[config.mk]
export PLATFORM = sky130hd
export DESIGN_NAME = byte_block_packer
export DESIGN_NICKNAME = d
export VERILOG_FILES = /design/src/rtl/byte_block_packer.sv
export SDC_FILE = /design/constraint.sdc
export NUM_CORES = 2
export LEC_CHECK = 0
export BUFFER_PORTS_ARGS = -buffer_cell sky130_fd_sc_hd__buf_2
export CORE_MARGIN = 2
export CORE_UTILIZATION = 58
export CTS_CLUSTER_DIAMETER = 200
export DETAILED_ROUTE_END_ITERATION = 12
export GPL_ROUTABILITY_DRIVEN = 0
export PLACE_DENSITY = 0.8
export SYNTH_ARGS = -nofsm -noshare
export SYNTH_HDL_FRONTEND = slang
export SYNTH_SLANG_ARGS = --single-unit
[constraint.sdc]
create_clock -name clk -period 4.11 [get_ports clk]
set_input_delay 1.0275 -clock clk [delete_from_list [all_inputs] [get_ports clk]]
set_output_delay 1.0275 -clock clk [all_outputs]
set_load 0.1 [all_outputs]
[src/rtl/byte_block_packer.sv]
// Packs a byte stream into NUM_BLOCOS-byte blocks for the XOR hash stage.
// It has one fill register and one output register. A block that closes while the
// output register is stalled waits in the fill register.
module byte_block_packer #(
    parameter int unsigned NUM_BLOCOS = 64
) (
    input  logic                          clk,
    input  logic                          rst,
    input  logic [7:0]                    in_data,
    input  logic                          in_valid,
    input  logic                          in_last,
    output logic                          in_ready,
    output logic [8*NUM_BLOCOS-1:0]       blk_data,
    output logic [$clog2(NUM_BLOCOS):0]   blk_bytes,
    output logic                          blk_last,
    output logic                          blk_valid,
    input  logic                          blk_ready
);

    localparam int unsigned W  = 8 * NUM_BLOCOS;
    localparam int unsigned CW = (NUM_BLOCOS > 1) ? $clog2(NUM_BLOCOS) : 1;
    localparam int unsigned BW = $clog2(NUM_BLOCOS) + 1;

    logic [W-1:0]  acc_q, acc_d, acc_wr;
    logic [CW-1:0] cnt_q, cnt_d;
    logic          pend_q, pend_d;
    logic [BW-1:0] pend_bytes_q, pend_bytes_d;
    logic          pend_last_q, pend_last_d;

    logic [W-1:0]  out_data_q, out_data_d;
    logic [BW-1:0] out_bytes_q, out_bytes_d;
    logic          out_last_q, out_last_d;
    logic          out_valid_q, out_valid_d;

    logic [BW-1:0] bytes_wr;
    logic          accept, close, xfer, slot_free, full;

    assign in_ready  = !pend_q && !rst;
    assign blk_data  = out_data_q;
    assign blk_bytes = out_bytes_q;
    assign blk_last  = out_last_q;
    assign blk_valid = out_valid_q;

    always_comb begin
        acc_wr = acc_q;
        acc_wr[{cnt_q, 3'b000} +: 8] = in_data;
        bytes_wr  = BW'(cnt_q) + BW'(1);
        full      = (cnt_q == CW'(NUM_BLOCOS - 1));
        accept    = in_valid && in_ready;
        close     = accept && (full || in_last);
        xfer      = out_valid_q && blk_ready;
        slot_free = !out_valid_q || blk_ready;
    end

    always_comb begin
        acc_d        = acc_q;
        cnt_d        = cnt_q;
        pend_d       = pend_q;
        pend_bytes_d = pend_bytes_q;
        pend_last_d  = pend_last_q;
        out_data_d   = out_data_q;
        out_bytes_d  = out_bytes_q;
        out_last_d   = out_last_q;
        out_valid_d  = out_valid_q;

        if (pend_q) begin
            // Output is necessarily full here; release on its transfer.
            if (xfer) begin
                out_data_d   = acc_q;
                out_bytes_d  = pend_bytes_q;
                out_last_d   = pend_last_q;
                out_valid_d  = 1'b1;
                pend_d       = 1'b0;
                pend_bytes_d = '0;
                pend_last_d  = 1'b0;
                acc_d        = '0;
                cnt_d        = '0;
            end
        end else if (close) begin
            if (slot_free) begin
                out_data_d  = acc_wr;
                out_bytes_d = bytes_wr;
                out_last_d  = in_last;
                out_valid_d = 1'b1;
                acc_d       = '0;
                cnt_d       = '0;
            end else begin
                acc_d        = acc_wr;
                pend_d       = 1'b1;
                pend_bytes_d = bytes_wr;
                pend_last_d  = in_last;
            end
        end else begin
            if (accept) begin
                acc_d = acc_wr;
                cnt_d = cnt_q + CW'(1);
            end
            if (xfer) begin
                out_valid_d = 1'b0;
            end
        end
    end

    always_ff @(posedge clk) begin
        if (rst) begin
            acc_q        <= '0;
            cnt_q        <= '0;
            pend_q       <= 1'b0;
            pend_bytes_q <= '0;
            pend_last_q  <= 1'b0;
            out_data_q   <= '0;
            out_bytes_q  <= '0;
            out_last_q   <= 1'b0;
            out_valid_q  <= 1'b0;
        end else begin
            acc_q        <= acc_d;
            cnt_q        <= cnt_d;
            pend_q       <= pend_d;
            pend_bytes_q <= pend_bytes_d;
            pend_last_q  <= pend_last_d;
            out_data_q   <= out_data_d;
            out_bytes_q  <= out_bytes_d;
            out_last_q   <= out_last_d;
            out_valid_q  <= out_valid_d;
        end
    end

endmodule

==> run_results.csv <==
group,metric,value,unit
final_layout,area.growth.synth_to_final,17.93,%
sta,hold_violations,0,
clock_network,clockBufferDepth,3,
hold_path,hold_depth,2,
sta,fin_tns_setup,0,ns
floorplan,dieArea,72580,sq um
power,p_leak,0.01920,uW
power,p_comb_share,13.6,%
synthesis,synth_warnings,0,
clock_network,cts_made_buffers,102,
synthesis,synth_nets,4458,
global_routing,grt_pass1_vias,37524,
sta,rsz0062_at_grt,"no",
floorplan,rows,97,
placement,dp_cells,5671,
power,p_clk_share,41.7,%
placement,numPortBuffers,534,
final_layout,n_fill_cell,5461,
final_layout,drive_above_1_share,19.57,%
synthesis,synth-seq-cells,1048,
power,ir_drop,405.1,uV
sta,skew,0.03084,ns
floorplan,fp.coreArea,69910,sq um
power,switching_power,7048,uW
synthesis,yosysUniqueCellTypes,87,
clock_network,cts_tree,"built",
sta,tightest_slew,1.440,ns
outcome,outcome,"finished clean",
sta,min_period,3.994,ns
synthesis,syn_avg_cell_area,9.200,sq um
clock_network,clk_latency,0.68,ns
synthesis,synth.area.top_cells,"dfxtp_1, o21ai_0, a221oi_1, nor2_1, a22o_1",
critical_path,r2r_start,"cnt_q[1]$_SDFFE_PP0P_",
critical_path,path_cells,"inv_1 > ha_1 > xnor2_4 > o311ai_2 > nor3_1 > nand2_1 > a221oi_1 > nor2_1",
sta,fmax,0.2504,GHz
hold_path,hold_path_end,"blk_data[500]$_SDFFE_PP0P_",
routing,drt_iter0_drc,5966,
job,max_cap_viol_count,0,
critical_path,r2r_slack,0.12,ns
hold_path,worstHoldPathType,"reg -> reg",
critical_path,critPathMaxFanout,15,
synthesis,synth_top_area_cell,"dfxtp_1",
power,power_density,490.6,nW/um^2
clock_network,cts_setup_buffers,0,
power,switching_share,29.82,%
power,seqPwrFrac,44.7,%
sta,slew_headroom,2.498,%
global_routing,grt_overflow,0,
synthesis,synthArstFlopShare,0,%
critical_path,cp_num_buf_inv,1,
routing,drc_errors,0,
floorplan,die_w,269.4,um
final_layout,fin_nets,4852,
critical_path,critical_path_class,"reg -> reg",
hold_path,hp-start,"blk_data[500]$_SDFFE_PP0P_",
critical_path,cp.arrival,4.52,ns
sta,setup_viol_count_final,0,
floorplan,initial_utilization,58.45,%
global_routing,grt_max_degree,115,
routing,drt-total-wl,155.9,mm
sta,maxSlewViolCount,0,
floorplan,io_pins,535,
routing,avgViaCountPerCell,6.882,
critical_path,start_kind,"flop",
routing,vias,40356,
placement,hpwl,103.8,mm
critical_path,r2r-end,"blk_data[92]$_SDFFE_PP0P_",
clock_network,clockRootBuffer,"clkbuf_16",
sta,period_share,97.18,%
synthesis,synth_edf_count,0,
clock_network,clkSinkCount,1048,
synthesis,seq_area_frac_synth,51.35,%
clock_network,htreeDepth,3,
global_routing,antenna_found_initial,8,
critical_path,cp.depth,8,
floorplan,die_y,269.4,um
routing,dr.pass1.iters,9,
critical_path,crit_path_max_incr_delay,0.74,ns
critical_path,crit_slowest_cell,"nor3_1",
global_routing,grtUsageTotal,41.01,%
final_layout,fin_cells,5864,
synthesis,syn_area,40860,sq um
routing,routedWlPerCell,26.58,um
power,p_int,16590,uW
synthesis,synth_flop_cell,"dfxtp_1",
clock_network,clk_pin_slew,0.06,ns
routing,ant_nets,0,
critical_path,cp.required,4.64,ns
synthesis,syn_inst,4441,
global_routing,grt_pass1_wl,232.9,mm
critical_path,cpLargestDelayFamily,"simple AND/OR/NAND/NOR gates",
critical_path,endpoint_kind,"flop",
synthesis,synth_top_area_share,51.35,%
critical_path,rr_worst_depth,8,
-- placed cells by master, fill, tap and decap left out, types with 35 or more instances in the layout --
master     count
clkbuf_16    106
a22oi_1       90
buf_4        161
a221oi_1     325
nand2_1      301
mux2i_1       82
nand3_1       52
a21oi_1      172
o2bb2ai_1     72
a22o_1       203
o21ai_0      605
dfxtp_1     1047
o21ai_1       36
a32o_1        47
o22ai_1       35
nor2_1       509
buf_2        533
and2_1        48
nor3_1        62
-- synthesized netlist by cell type (35+ instances only) --
master and instances:
nor3_1 63, mux2i_1 82, a221oi_1 325, a22o_1 203, o21ai_1 37, a22oi_1 90
o21ai_0 607, a32o_1 47, nor2_1 513, a21oi_1 174, nand2_1 303, dfxtp_1 1048
o2bb2ai_1 72, buf_2 51, and2_1 48, clkbuf_1 320, o22ai_1 35, nand3_1 53
-- cells by family (layout without fill, tap and decap cells) --
group,count (synthesis),count (layout),synth area share [%]
xor gates and xnor gates,9,9,0.2757
adders and majority gates,4,4,0.1225
and+or+nand+nor,1083,1083,11.61
buffers and inverters,427,907,4.201
AOI/OAI and AO/OA,1785,1785,30.32
other,0,3,0
DFF,1048,1048,51.35
muxes,85,85,2.119
-- routing by layer --
metal / wire (um) / global-route usage, % / vias to the layer above
met5: 43 / 0 / -
met1: 57640 / 52.66 / 19213
met3: 19600 / 10.92 / 652
met2: 67710 / 61.68 / 3019
li1: - / - / 17466
met4: 10900 / 25.20 / 6
-- how the worst max path moves through the flow --
stage	start	to	slack, ns
after global placement	cnt_q[1]$_SDFFE_PP0P_	blk_data[76]$_SDFFE_PP0P_	0.28
after detailed placement	cnt_q[1]$_SDFFE_PP0P_	blk_data[243]$_SDFFE_PP0P_	0.23
after global routing	cnt_q[1]$_SDFFE_PP0P_	blk_data[92]$_SDFFE_PP0P_	0.003
after CTS	cnt_q[1]$_SDFFE_PP0P_	blk_data[113]$_SDFFE_PP0P_	0.19
final	cnt_q[1]$_SDFFE_PP0P_	blk_data[92]$_SDFFE_PP0P_	0.12
after floorplan	rst	in_ready	0.15
-- registers in the layout, summed over array words and instances (netlist names) --
name	cells
acc_q	512
blk_data	512
blk_bytes	7
pend_bytes_q	7
cnt_q	6
blk_last	1
blk_valid	1
pend_last_q	1
pend_q	1
-- through the flow --
stage | util, % | power [uW] | hold WS (ns) | setup slack, ns | area [sq um]
3_3_place_gp | 63.82 | 13920 | 0.4332 | 0.2799 | 44620
6_report | 68.93 | 23640 | 0.4533 | 0.1158 | 48180
3_5_place_dp | 63.82 | 13930 | 0.4416 | 0.2343 | 44620
5_1_grt | 68.92 | 24090 | 0.4745 | 0.003320 | 48180
4_1_cts | 68.87 | 23520 | 0.4554 | 0.1871 | 48140
2_1_floorplan | - | 13170 | 0.4244 | 0.1539 | 40860
-- what timing repair did --
item / in CTS / in global routing
hold buffers: 0 / 0
endpoints found under the setup margin: 0 / 28
gates resized for setup: 0 / 5
-- power by group through the flow --
stage	clock, uW	sequential [uW]	combinational (uW)
global route	10200	10600	3310
detailed placement	0	10800	3150
CTS	9800	10600	3170
floorplan	0	12400	782
global placement	0	10800	3130
finish	9850	10600	3220
-- area by class of cell --
cell class                 instances  area, sq um  share of cell area, %
sequential                      1048        20980                  43.55
multi-input combinational       2966        18350                  38.08
timing repair buffer             705         4088                  8.484
clock buffer                     152         3055                  6.341
tap                              940         1176                  2.441
clock inverter                    38        474.2                 0.9842
inverter                          12        52.55                 0.1091
antenna                            3        7.507                0.01558
-- worst reg2reg max path, stage by stage, from the launching register on --
cell	delay, ns
dfxtp_1	0.67
inv_1	0.16
ha_1	0.39
xnor2_4	0.34
o311ai_2	0.34
nor3_1	0.75
nand2_1	0.34
a221oi_1	0.74
nor2_1	0.10
No activity file was read; power rests on OpenSTA's default activity.
